[src/rtl/fc_sram_writer_if.sv]
// Stream-in / SRAM-write-out signal bundle for fc_sram_writer.
// master = the side that issues start and streams data; slave = the writer itself.
interface fc_sram_writer_if #(
   parameter int DATA_WIDTH             = 8,
   parameter int DATA_NUM_PER_SRAM_ADDR = 4,
   parameter int SRAM_NUM               = 5,
   parameter int ADDR_WIDTH             = 10,
   parameter int CNT_WIDTH              = 12
);
   logic                                        start;
   logic [1:0]                                  sram_sel;
   logic [ADDR_WIDTH-1:0]                       base_addr;
   logic [CNT_WIDTH-1:0]                        total_num;
   logic                                        in_valid;
   logic [DATA_WIDTH-1:0]                       in_data;
   logic                                        in_ready;
   logic [3*SRAM_NUM-1:0]                       sram_wen;
   logic [ADDR_WIDTH-1:0]                       sram_waddr;
   logic [DATA_NUM_PER_SRAM_ADDR*DATA_WIDTH-1:0] sram_wdata;
   logic [DATA_NUM_PER_SRAM_ADDR-1:0]           sram_bytemask;
   logic                                        busy;
   logic                                        done;

   modport master (
      output start, sram_sel, base_addr, total_num, in_valid, in_data,
      input  in_ready, sram_wen, sram_waddr, sram_wdata, sram_bytemask, busy, done
   );

   modport slave (
      input  start, sram_sel, base_addr, total_num, in_valid, in_data,
      output in_ready, sram_wen, sram_waddr, sram_wdata, sram_bytemask, busy, done
   );
endinterface

[src/rtl/fc_sram_writer.sv]
// Packs a stream of FC results into SRAM words and writes them round-robin
// across the five SRAMs of the selected c/d/e group, advancing the row every SRAM_NUM words.
module fc_sram_writer #(
   parameter int DATA_WIDTH             = 8,
   parameter int DATA_NUM_PER_SRAM_ADDR = 4,
   parameter int SRAM_NUM               = 5,
   parameter int ADDR_WIDTH             = 10,
   parameter int CNT_WIDTH              = 12
) (
   input  logic            clk,
   input  logic            rst,
   fc_sram_writer_if.slave bus
);
   localparam int N      = DATA_NUM_PER_SRAM_ADDR;
   localparam int WORD_W = N * DATA_WIDTH;
   localparam int LANE_W = $clog2(N + 1);
   localparam int BANK_W = (SRAM_NUM > 1) ? $clog2(SRAM_NUM) : 1;
   localparam int WEN_W  = 3 * SRAM_NUM;
   localparam int WIDX_W = $clog2(WEN_W);

   typedef enum logic [1:0] {IDLE, PACK, WRITE, FIN} state_t;

   state_t                state_reg, state_next;
   logic [1:0]            sel_reg;
   logic [ADDR_WIDTH-1:0] base_reg;
   logic [CNT_WIDTH-1:0]  total_reg;
   logic [CNT_WIDTH-1:0]  count_reg;
   logic [LANE_W-1:0]     lane_reg;
   logic [BANK_W-1:0]     bank_reg;
   logic [ADDR_WIDTH-1:0] row_reg;
   logic [WORD_W-1:0]     word_reg;
   logic [ADDR_WIDTH-1:0] waddr_reg;
   logic [WORD_W-1:0]     wdata_reg;

   logic                  start_ok;
   logic                  accept;
   logic                  word_full;
   logic                  last_elem;
   logic [ADDR_WIDTH-1:0] cur_addr;
   logic [WIDX_W-1:0]     wen_idx;

   assign start_ok  = bus.start && (bus.sram_sel != 2'd3);
   assign accept    = (state_reg == PACK) && bus.in_valid;
   assign word_full = (lane_reg == LANE_W'(N - 1));
   assign last_elem = (CNT_WIDTH'(count_reg + 1'b1) == total_reg);
   assign cur_addr  = base_reg + row_reg;
   assign wen_idx   = WIDX_W'(sel_reg) * WIDX_W'(SRAM_NUM) + WIDX_W'(bank_reg);

   always_ff @(posedge clk or posedge rst) begin
      if (rst) state_reg <= IDLE;
      else     state_reg <= state_next;
   end

   always_comb begin
      state_next = state_reg;
      case (state_reg)
         IDLE: if (start_ok) state_next = (bus.total_num == '0) ? FIN : PACK;
         PACK: if (accept && (word_full || last_elem)) state_next = WRITE;
         WRITE: state_next = (count_reg == total_reg) ? FIN : PACK;
         FIN: state_next = IDLE;
         default: state_next = IDLE;
      endcase
   end

   always_ff @(posedge clk or posedge rst) begin
      if (rst) begin
         sel_reg   <= '0;
         base_reg  <= '0;
         total_reg <= '0;
         count_reg <= '0;
         lane_reg  <= '0;
         bank_reg  <= '0;
         row_reg   <= '0;
         word_reg  <= '0;
         waddr_reg <= '0;
         wdata_reg <= '0;
      end else begin
         case (state_reg)
            IDLE: begin
               if (start_ok) begin
                  sel_reg   <= bus.sram_sel;
                  base_reg  <= bus.base_addr;
                  total_reg <= bus.total_num;
                  count_reg <= '0;
                  lane_reg  <= '0;
                  bank_reg  <= '0;
                  row_reg   <= '0;
                  word_reg  <= '0;
               end
            end
            PACK: begin
               if (accept) begin
                  // lane 0 sits in the most significant slot of the word
                  for (int k = 0; k < N; k++) begin
                     if (lane_reg == LANE_W'(k)) word_reg[(N-k)*DATA_WIDTH-1 -: DATA_WIDTH] <= bus.in_data;
                  end
                  lane_reg  <= lane_reg + 1'b1;
                  count_reg <= count_reg + 1'b1;
               end
            end
            WRITE: begin
               waddr_reg <= cur_addr;
               wdata_reg <= word_reg;
               word_reg  <= '0;
               lane_reg  <= '0;
               if (bank_reg == BANK_W'(SRAM_NUM - 1)) begin
                  bank_reg <= '0;
                  row_reg  <= row_reg + 1'b1;
               end else begin
                  bank_reg <= bank_reg + 1'b1;
               end
            end
            default: ;
         endcase
      end
   end

   // The hold registers keep address/data stable between write strobes.
   assign bus.sram_waddr = (state_reg == WRITE) ? cur_addr : waddr_reg;
   assign bus.sram_wdata = (state_reg == WRITE) ? word_reg : wdata_reg;
   assign bus.in_ready   = (state_reg == PACK);
   assign bus.busy       = (state_reg == PACK) || (state_reg == WRITE);
   assign bus.done       = (state_reg == FIN);

   genvar gi;
   generate
      for (gi = 0; gi < WEN_W; gi++) begin : g_wen
         assign bus.sram_wen[gi] = !((state_reg == WRITE) && (wen_idx == WIDX_W'(gi)));
      end
      for (gi = 0; gi < N; gi++) begin : g_mask
         assign bus.sram_bytemask[N-1-gi] = !((state_reg == WRITE) && (LANE_W'(gi) < lane_reg));
      end
   endgenerate
endmodule

[src/flat_wrapper.sv]
// flat-port wrapper written by rule: the top's interface ports become plain ports
module fc_sram_writer_flat 
#(
   parameter int DATA_WIDTH             = 8,
   parameter int DATA_NUM_PER_SRAM_ADDR = 4,
   parameter int SRAM_NUM               = 5,
   parameter int ADDR_WIDTH             = 10,
   parameter int CNT_WIDTH              = 12
)
  (clk, rst, bus_start, bus_sram_sel, bus_base_addr, bus_total_num, bus_in_valid, bus_in_data, bus_in_ready, bus_sram_wen, bus_sram_waddr, bus_sram_wdata, bus_sram_bytemask, bus_busy, bus_done);
  fc_sram_writer_if #(.DATA_WIDTH(DATA_WIDTH), .DATA_NUM_PER_SRAM_ADDR(DATA_NUM_PER_SRAM_ADDR), .SRAM_NUM(SRAM_NUM), .ADDR_WIDTH(ADDR_WIDTH), .CNT_WIDTH(CNT_WIDTH)) bus_i ();
  input  logic clk;
  input  logic rst;
  input wire logic [$bits(bus_i.start)-1:0] bus_start;
  input wire logic [$bits(bus_i.sram_sel)-1:0] bus_sram_sel;
  input wire logic [$bits(bus_i.base_addr)-1:0] bus_base_addr;
  input wire logic [$bits(bus_i.total_num)-1:0] bus_total_num;
  input wire logic [$bits(bus_i.in_valid)-1:0] bus_in_valid;
  input wire logic [$bits(bus_i.in_data)-1:0] bus_in_data;
  output wire logic [$bits(bus_i.in_ready)-1:0] bus_in_ready;
  output wire logic [$bits(bus_i.sram_wen)-1:0] bus_sram_wen;
  output wire logic [$bits(bus_i.sram_waddr)-1:0] bus_sram_waddr;
  output wire logic [$bits(bus_i.sram_wdata)-1:0] bus_sram_wdata;
  output wire logic [$bits(bus_i.sram_bytemask)-1:0] bus_sram_bytemask;
  output wire logic [$bits(bus_i.busy)-1:0] bus_busy;
  output wire logic [$bits(bus_i.done)-1:0] bus_done;
  assign bus_i.start = bus_start;
  assign bus_i.sram_sel = bus_sram_sel;
  assign bus_i.base_addr = bus_base_addr;
  assign bus_i.total_num = bus_total_num;
  assign bus_i.in_valid = bus_in_valid;
  assign bus_i.in_data = bus_in_data;
  assign bus_in_ready = bus_i.in_ready;
  assign bus_sram_wen = bus_i.sram_wen;
  assign bus_sram_waddr = bus_i.sram_waddr;
  assign bus_sram_wdata = bus_i.sram_wdata;
  assign bus_sram_bytemask = bus_i.sram_bytemask;
  assign bus_busy = bus_i.busy;
  assign bus_done = bus_i.done;
  fc_sram_writer #(.DATA_WIDTH(DATA_WIDTH), .DATA_NUM_PER_SRAM_ADDR(DATA_NUM_PER_SRAM_ADDR), .SRAM_NUM(SRAM_NUM), .ADDR_WIDTH(ADDR_WIDTH), .CNT_WIDTH(CNT_WIDTH)) u_core (.clk(clk), .rst(rst), .bus(bus_i));
endmodule
[config.mk]
export PLATFORM = sky130hd
export DESIGN_NAME = fc_sram_writer_flat
export DESIGN_NICKNAME = d
export VERILOG_FILES = /design/src/rtl/fc_sram_writer_if.sv /design/src/rtl/fc_sram_writer.sv /design/src/flat_wrapper.sv
export SDC_FILE = /design/constraint.sdc
export NUM_CORES = 1
export LEC_CHECK = 0
export ABC_AREA = 1
export CORE_MARGIN = 4
export CORE_UTILIZATION = 55
export DETAILED_ROUTE_END_ITERATION = 12
export GPL_TIMING_DRIVEN = 0
export PLACE_DENSITY = 0.78
export SYNTH_ARGS = -nofsm -noshare
export SYNTH_HDL_FRONTEND = slang
export SYNTH_SLANG_ARGS = --single-unit
[constraint.sdc]
create_clock -name clk -period 6 [get_ports clk]
set_input_delay 0.9 -clock clk [delete_from_list [all_inputs] [get_ports clk]]
set_output_delay 0.9 -clock clk [all_outputs]
set_load 0.02 [all_outputs]
Yosys cells after proc, flatten, opt, wreduce, memory -nomap -nowiden

Cells that the tools add are included.
Widths: inputs -> output; s select.

$add $sub $neg: 6
$mul: 1
Order comparisons: 4
Eq/ne operators: 32
Muxes and demuxes: 25
Reductions and logical operators: 60

Operators with widths:

| cell                  | count |
|---|---|
| $mux 32               | 3 |
| $pmux 32 s3           | 1 |
| $mux 8                | 4 |
| $mux 10               | 3 |
| $eq 4x4->1 const B    | 7 |
| $eq 12x12->1          | 2 |
| $mux 12               | 2 |
| $pmux 12 s2           | 1 |
| $logic_and 1x1->1     | 22 |
| $pmux 10 s2           | 1 |
| $logic_not 1->1       | 19 |
| $eq 4x3->1 const B    | 4 |
| $ne 2x1->1 const B    | 8 |
| $reduce_and 4->1      | 4 |
| $add 12x1->12 const B | 1 |
| $logic_not 12->1      | 1 |
| $add 10x1->10 const B | 1 |
| $add 10x10->10        | 1 |
| $mux 3                | 3 |
| $pmux 3 s3            | 1 |
| $reduce_and 3->1      | 3 |
| $eq 4x2->1 const B    | 2 |
| $mux 2                | 4 |
| $pmux 2 s4            | 1 |
| 20 further kinds      | 29 |

Register bits after elaboration: 128

Logic depth before layout (Yosys ltp)

Word-level depth: 6
Depth in mapped cells: 15
Depth with buffers taken out: 15

Least setup slack after synthesis

Ideal clock, no wire load.

Kind: flip-flop to output port
Start: register u_core.row_reg[0]
End: output port bus_sram_waddr[8]
Arrival time: 2.055 ns
Slack: 3.045 ns
Cell stages (with the launch flop): 10
Path buffers: 0
Cell sequence: dfrtp_1 > ha_1 > fa_1 > nand3_1 > nand2_1 > a21oi_1 > o21ai_0 > nand2_1 > nand3_1 > a31oi_1

Word-level cells in the longest chain between the ends: 2

RTL lines:

| what                   | line                  | text |
|---|---|---|
| from (decl)            | fc_sram_writer.sv:30  | `logic [ADDR_WIDTH-1:0] row_reg;` |
| from (signal assigned) | fc_sram_writer.sv:108 | `row_reg <= row_reg + 1'b1;` |
| $add 10x10->10         | fc_sram_writer.sv:46  | `assign cur_addr = base_reg + row_reg;` |
| $mux 10                | fc_sram_writer.sv:119 | `assign bus.sram_waddr = (state_reg == WRITE) ? cur_addr : waddr_reg;` |
| to (decl)              | flat_wrapper.sv:22    | `output wire logic [$bits(bus_i.sram_waddr)-1:0] bus_sram_waddr;` |

Every way passes these cells.

Worst setup path after layout

Ends and elaborated chain as after synthesis.

==> impl_metrics.toml <==
[sta]
layout_setup_ws_ns = 1.82
post-route-min-period_ns = 4.18
setup_viol = 0
holdWs_ns = 0.463
fin_tns_setup_ns = 0
final.setup_skew_ns = 0.00766
worst_slew_pin_slew_ns = 0.751
fmaxAchievable_ghz = 0.239
slew_viol_final = 0
slew_headroom_pct = 49.9
fin_crit_sh_pct = 69.7
rsz0062_at_grt = "no"
timing_hold_violations_final = 0

[route]
post_drt_wl_per_cell_um = 16.1
postRouteAntennaNets = 0
vias = 5692
wirelength_mm = 16.7
drt-pass1-iter-count = 7
viasPerCell = 5.50
first_iter_violations = 430
drc = 0

[global_routing]
grt_antenna_before_repair = 0
grt_pass1_wl_mm = 27.0
gr-total-overflow = 0
grt_pass1_vias = 5672
grt_max_degree = 106
grt.total_usage_pct = 25.7

[clock_network]
ctsHoldBuffers = 0
cts_tree = "yes"
postCtsResizedCells = 0
cts-htree-levels = 4
clk_pin_slew_ns = 0.06
clock_latency_ns = 0.42
cts_root_buffer = "clkbuf_16"
cts_setup_buffers = 0
cts_buffers = 17
clock-sinks = 128
cts_buffer_depth = 2

[cells_and_area]
fillers = 872
final_area_um2 = 8290
fin_nets = 942
fin_cells = 1034
layout_common_cells = "nand2_1, dfrtp_1, clkdlybuf4s50_1, inv_1, o21ai_0"
final_common_cell = "nand2_1"
area_growth_pct = 27.4
utilization_pct = 72.0
antenna_cells = 0
drive_gt1_share_pct = 8.87

[hold_path]
worst_hold_path_type = "reg -> reg"

[worst_setup_path]
crit_required_ns = 5.10
cp-end-kind = "output port"
critical_path_class = "reg -> out"
cp-start-kind = "flip-flop"
arrival_ns = 3.28
crit_fanout = 6

[power_and_ir_drop]
p_per_area_nw_per_um2 = 532
totalPowerFinal_mw = 4.41
internal-power_mw = 2.60
clkPwrFrac_pct = 23.2
power_frac_comb_pct = 45.9
switching_power_mw = 1.81
power.share.switching_pct = 41.1
seqPwrFrac_pct = 30.9
leakage_nw = 3.86
ir_worst_vdd_mv = 0.349

[place]
dpl.cell_count = 1003
hpwlAfterDp_mm = 12.1
placed_area_um2 = 7710
globalplace.congestion = 0.942
dp_slack_ns = 2.31
port_buffers = 99

[floorplanning]
die_w_um = 117
ios = 100
die_y_um = 117
start_util_pct = 56.5
die-area_um2 = 13600
core_area_um2 = 11500
core.rowCount = 39

[synthesis]
postSynthAreaPerCell_um2 = 8.56
ys_seq_elements = 128
ys_warn_count = 0
synthCells = 760
synth_area_um2 = 6510
yosysSeqAreaShare_pct = 49.2
synth_cell_type_count = 43
synth_nets = 823

[status]
run_status = "complete, no violations"

[flow_run]
maxCapViolations = 0
[worst paths after layout]
| check | start | to | slack [ns] | cells past startpoint |
|---|---|---|---|---|
| hold / removal | u_core.wdata_reg[21] | u_core.wdata_reg[21] | 0.46 | 2 |
| max in group asynchronous | rst | u_core.count_reg[3] | 4.40 | 3 |
| setup reg to reg | u_core.row_reg[0] | u_core.waddr_reg[8] | 3.70 | 9 |
| min in group asynchronous | rst | u_core.base_reg[8] | 0.80 | 2 |
| setup / recovery | u_core.row_reg[0] | bus_sram_waddr[8] | 1.82 | 10 |
| hold reg to reg | u_core.wdata_reg[21] | u_core.wdata_reg[21] | 0.46 | 2 |
[synth_stat cells]
master      n  area share [%]
nand2_1   261              15
dfrtp_1   128              49
inv_1      60             3.5
o21ai_0    43             3.3
nor2_1     41             2.4
nand3_1    37             2.8
ha_1       25             4.8
a21oi_1    24             1.8
mux2_2     14             2.4
clkbuf_1   12            0.69
nor3_1     11            0.85
xor2_1     11             1.5
o22ai_1    10            0.96
xnor2_1     9             1.2
o21ai_2     8             1.1
nand4_1     7            0.67
o21ai_1     7            0.54
nor4_1      6            0.58
a31oi_1     4            0.38
buf_1       4            0.23
buf_2       3            0.23
buf_6       3            0.52
nor2_4      3            0.52
nor3_2      3            0.46
o31ai_1     3            0.35
a31oi_4     2            0.65
fa_1        2            0.62
inv_2       2            0.12
nand3b_1    2            0.23
nor2_2      2            0.19
a31o_2      1            0.13
and3_1      1           0.096
inv_4       1           0.096
nand2_2     1           0.096
nand2_4     1            0.17
nand3_4     1            0.27
nor2_8      1            0.31
nor3_4      1            0.25
nor3b_1     1            0.12
o21ai_4     1            0.25
o21bai_1    1            0.12
or2_1       1           0.096
or2_2       1           0.096
[critical path, stage by stage, from the launching register on]
cell and delay, ns:
dfrtp_1 0.45, ha_1 0.30, fa_1 0.43, nand3_1 0.09, nand2_1 0.10, a21oi_1 0.25
o21ai_0 0.13, nand2_1 0.09, nand3_1 0.09, a31oi_1 0.26, clkdlybuf4s50_1 0.66
[power by group through the flow]
stage / Clock, mW / Sequential [mW] / Combinational (mW)
floorplan: 0 / 1.31 / 1.34
global placement: 0 / 1.35 / 1.95
detailed placement: 0 / 1.36 / 2.00
CTS: 1.03 / 1.36 / 2.02
global route: 1.07 / 1.39 / 2.23
finish: 1.02 / 1.36 / 2.02
[cells by family (layout without fill, tap and decap cells)]
group	count (synthesis)	after routing	synth area share [%]
AO/OA/AOI/OAI	104	104	9.62
multiplexers	14	14	2.42
XOR/XNOR	20	20	2.69
adder cells (fa/ha/maj)	27	27	5.42
AND/OR/NAND/NOR	382	382	25.3
flip-flops	128	128	49.2
buffers and inverters	85	216	5.35
[routing by layer]
| metal | vias up | global-route usage, % | wire length (um) |
|---|---|---|---|
| met5 | - | 0 | 0 |
| met4 | 0 | 9.48 | 296 |
| met3 | 34 | 6.99 | 1260 |
| met2 | 234 | 41.3 | 7840 |
| met1 | 2706 | 33.4 | 7260 |
| li1 | 2718 | - | - |
[final cells by class]
cell class	instances	area (um^2)	area share, %
clock buffer	23	478	5.76
multi-input combinational	547	2960	35.6
sequential	128	3200	38.6
clock inverter	8	105	1.27
timing repair buffer	100	1020	12.3
buffer	22	109	1.31
tap	143	179	2.16
inverter	63	244	2.94
Note: power is estimated with default switching activity, not from simulation.
